`src/rtl/pc_pkg.sv`:
```
// Shared encodings for the PC stage: next-PC select codes, FSM states, reset vector
// and the branch-offset helper used by the target calculator.
package pc_pkg;

    localparam logic [31:0] RESET_PC_DEF = 32'h0040_0000;

    typedef enum logic [2:0] {
        PCS_SEQ   = 3'd0,
        PCS_BEQ   = 3'd1,
        PCS_BNE   = 3'd2,
        PCS_J     = 3'd3,
        PCS_JAL   = 3'd4,
        PCS_JR    = 3'd5,
        PCS_JALR  = 3'd6,
        PCS_BREAK = 3'd7
    } pc_src_e;

    typedef enum logic [1:0] {
        S_BOOT = 2'd0,
        S_RUN  = 2'd1,
        S_HALT = 2'd2
    } state_e;

    // Word offset of a branch: sign-extended immediate scaled by four.
    function automatic logic [31:0] branch_off(input logic [15:0] imm);
        return {{14{imm[15]}}, imm, 2'b00};
    endfunction

endpackage

```
`src/rtl/pc_next_unit_npc_calc.sv`:
```
// Combinational next-PC target and taken detection for the PC stage.
module npc_calc
    import pc_pkg::*;
(
    input  logic [31:0] pc,
    input  logic [2:0]  pc_src,
    input  logic        alu_zero,
    input  logic [15:0] imm16,
    input  logic [25:0] jidx,
    input  logic [31:0] rs_val,
    output logic [31:0] p4,
    output logic [31:0] npc,
    output logic        taken_raw
);

    logic [31:0] br_tgt_s;

    assign p4       = pc + 32'd4;
    assign br_tgt_s = p4 + branch_off(imm16);

    // Target selection; BREAK targets the current PC because the PC does not move.
    always_comb begin
        npc = p4;
        case (pc_src)
            PCS_SEQ: npc = p4;
            PCS_BEQ: begin
                if (alu_zero) npc = br_tgt_s;
                else          npc = p4;
            end
            PCS_BNE: begin
                if (!alu_zero) npc = br_tgt_s;
                else           npc = p4;
            end
            PCS_J, PCS_JAL:     npc = {p4[31:28], jidx, 2'b00};
            PCS_JR, PCS_JALR:   npc = rs_val;
            PCS_BREAK:          npc = pc;
            default:            npc = p4;
        endcase
    end

    assign taken_raw = (npc != p4);

endmodule

```
`src/rtl/pc_next_unit.sv`:
```
// PC register, fetch-request FSM and retired-instruction counter of the single-cycle core.
module pc_next_unit
    import pc_pkg::*;
#(
    parameter logic [31:0] RESET_PC = RESET_PC_DEF,
    parameter int          CNT_W    = 32
) (
    input  logic             clk,
    input  logic             rst_n,
    input  logic             ena,
    input  logic [2:0]       pc_src,
    input  logic             alu_zero,
    input  logic [15:0]      imm16,
    input  logic [25:0]      jidx,
    input  logic [31:0]      rs_val,
    input  logic             imem_ready,
    output logic [31:0]      pc,
    output logic [31:0]      link_addr,
    output logic             imem_req,
    output logic             taken,
    output logic             halted,
    output logic             misalign,
    output logic [CNT_W-1:0] retire_cnt
);

    state_e           state_q, state_d;
    logic [31:0]      pc_q, pc_d;
    logic [CNT_W-1:0] cnt_q, cnt_d;
    logic             misalign_q, misalign_d;

    logic [31:0] p4_s, npc_s;
    logic        taken_raw_s, advance_s, is_jr_s, bad_jr_s, is_brk_s;

    npc_calc u_npc_calc (
        .pc        (pc_q),
        .pc_src    (pc_src),
        .alu_zero  (alu_zero),
        .imm16     (imm16),
        .jidx      (jidx),
        .rs_val    (rs_val),
        .p4        (p4_s),
        .npc       (npc_s),
        .taken_raw (taken_raw_s)
    );

    assign advance_s = ena && imem_ready;
    assign is_jr_s   = (pc_src == PCS_JR) || (pc_src == PCS_JALR);
    assign bad_jr_s  = is_jr_s && (rs_val[1:0] != 2'b00);
    assign is_brk_s  = (pc_src == PCS_BREAK);

    // Next-state logic: only an advance cycle in S_RUN moves the PC, counter or state.
    always_comb begin
        state_d    = state_q;
        pc_d       = pc_q;
        cnt_d      = cnt_q;
        misalign_d = 1'b0;
        case (state_q)
            S_BOOT: state_d = S_RUN;
            S_RUN: begin
                if (advance_s) begin
                    if (is_brk_s || bad_jr_s) begin
                        state_d    = S_HALT;
                        misalign_d = bad_jr_s;
                    end else begin
                        pc_d  = npc_s;
                        cnt_d = cnt_q + {{(CNT_W-1){1'b0}}, 1'b1};
                    end
                end else begin
                    state_d = S_RUN;
                end
            end
            S_HALT: state_d = S_HALT;
            default: state_d = S_HALT;
        endcase
    end

    // State, PC, counter and misalign-pulse registers.
    always_ff @(posedge clk or negedge rst_n) begin
        if (!rst_n) begin
            state_q    <= S_BOOT;
            pc_q       <= RESET_PC;
            cnt_q      <= {CNT_W{1'b0}};
            misalign_q <= 1'b0;
        end else begin
            state_q    <= state_d;
            pc_q       <= pc_d;
            cnt_q      <= cnt_d;
            misalign_q <= misalign_d;
        end
    end

    assign pc         = pc_q;
    assign link_addr  = p4_s;
    assign imem_req   = (state_q == S_RUN);
    assign halted     = (state_q == S_HALT);
    assign taken      = (state_q == S_RUN) && taken_raw_s;
    assign misalign   = misalign_q;
    assign retire_cnt = cnt_q;

endmodule
```
`config.mk`:
```
export PLATFORM = sky130hd
export DESIGN_NAME = pc_next_unit
export DESIGN_NICKNAME = d
export VERILOG_FILES = /design/src/rtl/pc_pkg.sv /design/src/rtl/pc_next_unit_npc_calc.sv /design/src/rtl/pc_next_unit.sv
export SDC_FILE = /design/constraint.sdc
export NUM_CORES = 1
export LEC_CHECK = 0
export BUFFER_PORTS_ARGS = -buffer_cell sky130_fd_sc_hd__buf_2
export CAP_MARGIN = 20
export CORE_MARGIN = 1.5
export CORE_UTILIZATION = 40
export CTS_CLUSTER_DIAMETER = 150
export CTS_CLUSTER_SIZE = 28
export DETAILED_ROUTE_END_ITERATION = 12
export GPL_ROUTABILITY_DRIVEN = 0
export GPL_TIMING_DRIVEN = 1
export PLACE_DENSITY = 0.59
export SLEW_MARGIN = 30
export SYNTH_ARGS = -nofsm -noshare
export SYNTH_HDL_FRONTEND = slang
export SYNTH_HIERARCHICAL = 1
export SYNTH_SLANG_ARGS = --single-unit
```
`constraint.sdc`:
```
create_clock -name clk -period 4.9 [get_ports clk]
set_input_delay 0.245 -clock clk [delete_from_list [all_inputs] [get_ports clk]]
set_output_delay 0.245 -clock clk [all_outputs]
set_load 0.1 [all_outputs]
```
* Yosys cells after proc, flatten, opt, wreduce, memory -nomap -nowiden
Index checks and enable logic that the tools add are counted.
** Storage, ports and cells
- Latch bits :: 0
- Memories kept :: 0
- Word-level logic and storage cells :: 39
- Register bits :: 67
- Output and inout port bits :: 100
- Bits in writable memories :: 0
- Bits of input ports :: 82
- Bits in read-only memories :: 0
** Cells by class
- $mul :: 0
- Equal/unequal tests :: 11
- Mux-type cells :: 9
- Shift-type cells :: 0
- Divide/modulo/power cells :: 0
- Order comparisons :: 0
- Add/subtract/negate cells :: 3
- Bitwise operators :: 1
- Reductions and logical operators :: 11
** Operators by type and width (count)
- $pmux 32 s6 :: 1
- $mux 32 :: 2
- $add 32x1->32 const B :: 1
- $add 32x3->32 const B :: 1
- $add 32x32->32 :: 1
- $ne 32x32->1 :: 1
- $eq 3x3->1 const B :: 4
- $eq 3x2->1 const B :: 2
- $mux 2 :: 2
- $pmux 2 s2 :: 1
- $reduce_or 2->1 :: 2
- $eq 3x1->1 const B :: 1
- $logic_and 1x1->1 :: 3
- $logic_not 3->1 :: 1
- $mux 1 :: 3
- $ne 3x2->1 const B :: 1
- $reduce_and 3->1 :: 1
- $eq 2x1->1 const B :: 1
- $eq 2x2->1 const B :: 1
- $logic_not 2->1 :: 1
- $logic_or 1x1->1 :: 2
- $reduce_bool 2->1 :: 1
- $not 1->1 :: 1

* Logic depth before layout (Yosys ltp)
- Depth after elaboration :: 7
- Depth in mapped cells :: 22
- Gate-level depth less buffers :: 20

* Hierarchy
Netlist, hierarchy kept.
** By module, submodules not included
- npc_calc :: area each 4853.4 µm², sequential area each 0.0 µm², times used 1, cells each 708
- pc_next_unit :: area each 2874.0 µm², sequential area each 1677.9 µm², times used 1, cells each 291

* Worst setup path before layout
Ideal clock, no wire load.
- Path kind :: reg-to-output
- Start :: register pc_q[3] (netlist: pc[3])
- End :: output taken
- Stages on the path, launching flop included :: 20
- Path buffers :: 1
- Arrival time :: 6872 ps
- Data required time :: 4655 ps
- Slack :: -2217 ps
- Path through :: dfrtp_1 > ha_1 > nand2_1 > nor4_2 > nand3_1 > xnor2_1 > ha_1 > clkbuf_1 > nand2_1 > o21ai_0 > a21oi_1 > o21ai_0 > a211oi_1 > o21ai_1 > xor2_1 > a21oi_1 > a221o_1 > a221oi_1 > o2111ai_1 > and2_1
** On the way
- Word-level cells in the longest chain between the ends :: 6
- Elaborated cells on any way between the ends :: 7
- Classes of those cells :: 2 x add/sub; 1 x eq/ne; 3 x mux; 1 x reduce/logical
** RTL lines
- start: declaration :: RTL line pc_next_unit.sv:27 : logic [31:0] pc_q, pc_d;
- start signal: assignment :: RTL line pc_next_unit.sv:86 : pc_q <= pc_d;
- $add 32x3->32 * :: RTL line pc_next_unit_npc_calc.sv:18 : assign p4 = pc + 32'd4;
- net link_addr[20] :: RTL line pc_next_unit.sv:18 : output logic [31:0] link_addr,
- $add 32x32->32 :: RTL line pc_next_unit_npc_calc.sv:19 : assign br_tgt_s = p4 + branch_off(imm16);
- $mux 32 (on tied branches) :: RTL line pc_next_unit_npc_calc.sv:31, pc_next_unit_npc_calc.sv:27
- $pmux 32 s6 :: RTL line pc_next_unit_npc_calc.sv:24 : case (pc_src)
- $ne 32x32->1 * :: RTL line pc_next_unit_npc_calc.sv:41 : assign taken_raw = (npc != p4);
- net taken_raw_s :: RTL line pc_next_unit.sv:32 : logic taken_raw_s, advance_s, is_jr_s, bad_jr_s, is_brk_s;
- $logic_and 1x1->1 * :: RTL line pc_next_unit.sv:96 : assign taken = (state_q == S_RUN) && taken_raw_s;
- end: declaration :: RTL line pc_next_unit.sv:20 : output logic taken,
Mark *: on every way through the listed nets, which the timed path passes. The rest lies on a longest branch.

* Worst setup path in the final report
- Start :: register pc_q[22] (netlist: pc[22])
- End :: output taken
** On the way
- Word-level cells in the longest chain between the ends :: 6
- Elaborated cells on any way between the ends :: 7
- Classes of those cells :: 2 x add/sub; 1 x eq/ne; 3 x mux; 1 x reduce/logical
** RTL lines (RTL line)
- $add 32x3->32 :: pc_next_unit_npc_calc.sv:18
- $add 32x32->32 :: pc_next_unit_npc_calc.sv:19
- $mux 32 (on tied branches) :: pc_next_unit_npc_calc.sv:31, pc_next_unit_npc_calc.sv:27
- $pmux 32 s6 :: pc_next_unit_npc_calc.sv:24
- $ne 32x32->1 * :: pc_next_unit_npc_calc.sv:41
- net taken_raw_s :: pc_next_unit.sv:32
- $logic_and 1x1->1 * :: pc_next_unit.sv:96
Marks and branches as above.

==> Implementation_results.wiki <==
{| class="wikitable"
! Metric !! Value
|-
| Signed area change from the synthesized netlist to the final layout || 43.2%
|-
| Shortest clock period the worst path allows after layout || 5.06 ns
|-
| RSZ-0062 raised after global routing || yes
|-
| Worst Setup SP || pc[22]
|-
| Ratio of cells with drive above 1 in the final layout || 39.3%
|-
| Initial antenna violation count || 4
|-
| Floorplan core area || 18800 sq um
|-
| Maximum number of pins on one net before global-route repair || 68
|-
| Post-synthesis sequential area ratio || 21.7%
|-
| Source of the worst register-to-register timing path || pc[22]
|-
| Crit path max fanout || 4
|-
| Net Count, Synth || 1118
|-
| Clk buf depth || 2
|-
| Data required time at the worst endpoint || 4.66 ns
|-
| Leakage power || 0.00534 uW
|-
| Total Power Consumption || 6970 uW
|-
| Reg2Reg Depth || 19
|-
| Place WS || -0.0527 ns
|-
| CTS buffer count || 9
|-
| Failing checks || hold timing, setup timing
|-
| Setup Viol. Count Final || 1
|-
| First-pass GRT wire length || 46.5 mm
|-
| Count of unresolved DRC violations after routing || 0
|-
| Number of routed nets with antenna violations || 0
|-
| R2R setup slack || 0.95 ns
|-
| Initial Util || 41.0%
|-
| Top-level I/O count || 182
|-
| Vias || 8835
|-
| Combined area of all synthesized cells || 7730 sq um
|-
| Clock tree from TritonCTS || yes
|-
| Per-cell via count in the routed design || 5.71
|-
| Fin Hold WS || -0.00434 ns
|-
| Path type of the worst setup path || reg2out
|-
| Worst-Margin Slew || 0.664 ns
|-
| Count of routing violations after the opening detailed-route iteration || 636
|-
| Library cell with the largest summed area after synthesis || sky130_fd_sc_hd__dfrtp_1
|-
| Top area cells in the synthesized netlist || sky130_fd_sc_hd__dfrtp_1, sky130_fd_sc_hd__nand2_1, sky130_fd_sc_hd__ha_1
|-
| Crit path capture || taken
|-
| Number of global-route vias before repair || 8273
|-
| Highest achievable clock rate || 0.198 GHz
|-
| Crit. End Element || output port
|-
| Outcome || finished, violations left
|-
| Launching element type of the critical path || flip-flop
|-
| Skew-Pair Late Insertion Delay || 0.33 ns
|-
| Hold/Removal Path Class || in2async
|-
| Min setup slack post-route || -0.156 ns
|-
| Tot GR Track Use || 29.7%
|-
| Max-cap violation count || 0
|-
| Placement Rows || 50
|-
| Die Ht || 142 um
|-
| Cell count after synthesis || 999
|-
| WL/cell || 19.5 um
|-
| Most used DFF post-synth || sky130_fd_sc_hd__dfrtp_1
|-
| Number of levels the H-tree was split into || 3
|-
| Pwr dens || 630 nW/um^2
|-
| Die ar. || 20200 sq um
|-
| Mean instance size in the synthesized netlist || 7.74 sq um
|-
| # clock sinks || 67
|-
| Clock tree root buffer cell || sky130_fd_sc_hd__clkbuf_16
|-
| GR Overflow Total || 0
|-
| Net count of the finished layout || 1399
|-
| Post-route clock skew || 0.00790 ns
|-
| Fillers || 1724
|-
| Half-perimeter wire length after placement || 23.3 mm
|-
| Maximum vdd ir drop || 0.494 mV
|-
| Post-synth cell types || 94
|-
| Area fraction of the dominant cell type after synthesis || 21.4%
|-
| Count of flip-flops with a built-in enable after synthesis || 0
|-
| Fin. max-slew vios || 0
|-
| Die width || 142 um
|-
| Share of synthesized registers carrying an async set or reset || 100%
|-
| Routed Wire Length || 30.1 mm
|-
| Clock-pin slew on the worst setup and hold paths || 0.06 ns
|-
| Final cycle utilization of the critical path || 103%
|-
| Register bit count reported by yosys || 67
|-
| Worst slew margin relative to its limit || 55.8%
|-
| Critical path arrival || 4.81 ns
|-
| Critical R2R Capture || pc[29]
|-
| Number of I/O port buffers || 181
|-
| YS warnings || 6
|-
| Hold Vio Cnt, Final || 1
|-
| Detailed-router iteration count before antenna repair || 5
|}
cell type report:
class | instances | area (sq um) | area share [%]
multi-input cells | 845 | 6500 | 58.8
repair buffers | 323 | 2000 | 18.1
flip-flops and latches | 67 | 1740 | 15.8
well taps | 260 | 325 | 2.94
clock buffers | 10 | 229 | 2.07
inverters | 34 | 143 | 1.29
clock inverters | 6 | 113 | 1.02
diodes | 1 | 2.50 | 0.0226
metal layers:
layer	vias to the layer above	routed length [um]	GRT usage [%]
met5	-	14	0
met4	4	538	6.78
met3	48	2540	5.99
met2	335	13500	45.7
met1	4215	13500	42.8
li1	4233	-	-
worst min path at each step:
stage	start	end	slack [ns]	depth (start not counted)
global placement	retire_cnt[31]	retire_cnt[31]	0.46	1
CTS	rst_n	pc[5]	0.16	2
finish	rst_n	pc[5]	-0.004	2
detailed placement	retire_cnt[31]	retire_cnt[31]	0.48	1
floorplan	rst_n	misalign	-0.05	0
global route	rst_n	pc[5]	0.06	2
worst max-delay path, stage by stage (launching register included):
cell	delay, ns
sky130_fd_sc_hd__dfstp_4	0.60
sky130_fd_sc_hd__and4_1	0.15
sky130_fd_sc_hd__and4bb_2	0.28
sky130_fd_sc_hd__and2_4	0.19
sky130_fd_sc_hd__nand2_2	0.10
sky130_fd_sc_hd__xor2_4	0.19
sky130_fd_sc_hd__clkinvlp_4	0.15
sky130_fd_sc_hd__ha_4	0.23
sky130_fd_sc_hd__and2_4	0.17
sky130_fd_sc_hd__a221o_1	0.34
sky130_fd_sc_hd__a21o_1	0.16
sky130_fd_sc_hd__a21o_1	0.17
sky130_fd_sc_hd__a41oi_2	0.21
sky130_fd_sc_hd__xnor2_2	0.13
sky130_fd_sc_hd__a211o_1	0.33
sky130_fd_sc_hd__nor4_2	0.27
sky130_fd_sc_hd__and4_1	0.29
sky130_fd_sc_hd__o2111ai_4	0.18
sky130_fd_sc_hd__and2_4	0.20
sky130_fd_sc_hd__buf_12	0.16
placed cells by master, fill, tap and decap left out, types with 7 or more instances in the layout:
master and n:
sky130_fd_sc_hd__xor2_1 21, sky130_fd_sc_hd__nand2b_1 12, sky130_fd_sc_hd__mux2i_1 31, sky130_fd_sc_hd__a21oi_1 50, sky130_fd_sc_hd__and3_1 12, sky130_fd_sc_hd__xnor2_1 31, sky130_fd_sc_hd__buf_4 139, sky130_fd_sc_hd__nand4_1 23
sky130_fd_sc_hd__dfrtp_1 46, sky130_fd_sc_hd__buf_2 179, sky130_fd_sc_hd__clkbuf_16 9, sky130_fd_sc_hd__nand2_1 180, sky130_fd_sc_hd__nand3_1 30, sky130_fd_sc_hd__dfrtp_4 15, sky130_fd_sc_hd__a22oi_1 11, sky130_fd_sc_hd__ha_4 9
sky130_fd_sc_hd__mux2_2 16, sky130_fd_sc_hd__inv_1 29, sky130_fd_sc_hd__nor2b_1 14, sky130_fd_sc_hd__o211ai_1 9, sky130_fd_sc_hd__nor3_1 15, sky130_fd_sc_hd__a221oi_2 7, sky130_fd_sc_hd__o21ai_0 24, sky130_fd_sc_hd__a221oi_1 13
sky130_fd_sc_hd__o21a_1 9, sky130_fd_sc_hd__a211oi_1 20, sky130_fd_sc_hd__xor2_4 8, sky130_fd_sc_hd__and2_1 7, sky130_fd_sc_hd__nor2_1 60, sky130_fd_sc_hd__xnor2_4 7, sky130_fd_sc_hd__a21o_1 14, sky130_fd_sc_hd__ha_1 23
sky130_fd_sc_hd__o22ai_1 10
cells by family (layout without fill, tap and decap cells):
kind of cell / count (synthesis) / after routing / share of synthesized area [%]
adder cells (fa/ha/maj): 37 / 37 / 6.09
flip-flops: 67 / 67 / 21.7
AO/OA/AOI/OAI: 258 / 258 / 24.5
XOR/XNOR: 78 / 78 / 9.13
AND/OR/NAND/NOR: 423 / 423 / 26.9
other: 0 / 1 / 0
buffers and inverters: 87 / 373 / 4.99
multiplexers: 49 / 49 / 6.62
through the flow:
stage                     area, sq um  hold WS [ns]  setup TNS [ns]  utilization, %  instances
after floorplan                  8230       -0.0506          -0.401               -        999
final                           11100      -0.00434          -0.156            58.8       1546
after detailed placement        10000         0.477         -0.0527            53.3       1497
after CTS                       10900         0.164         -0.0325            57.9       1541
after global placement          10000         0.458         -0.0158            53.3       1497
after global routing            11100        0.0606          -0.297            58.8       1545
flip-flops by register name, summed over array words and instances (netlist names):
signal and flops:
retire_cnt 32, state_q 2, pc 32, misalign 1
synthesized netlist by cell type (all sizes together) (7+ instances only):
library cell    n
nand2         186
dfrtp          66
nor2           63
a21oi          61
xnor2          44
nand3          37
ha             36
o21ai          36
inv            34
xor2           34
mux2i          32
buf            31
nand4          28
a211oi         23
clkbuf         22
nor3           21
a221oi         20
mux2           17
nor2b          15
a21o           14
and3           13
a22oi          12
nand2b         12
and2           11
nor4           11
o22ai          10
o211ai          9
o21a            9
a31oi           7
power breakdown:
group	total, uW	switching (uW)	internal, uW
Sequential	890	172	718
Clock	747	248	499
Combinational	5330	3700	1630
what timing repair did:
action / 4_1_cts / 5_1_grt
gates cloned: 0 / 0
hold buffers: 0 / 0
pin swaps: 40 / 17
hold endpoints to repair: 0 / 0
setup buffers: 29 / 4
resized for setup: 65 / 19
setup endpoints to repair: 1 / 1
Power figures use the tool's default switching activity.
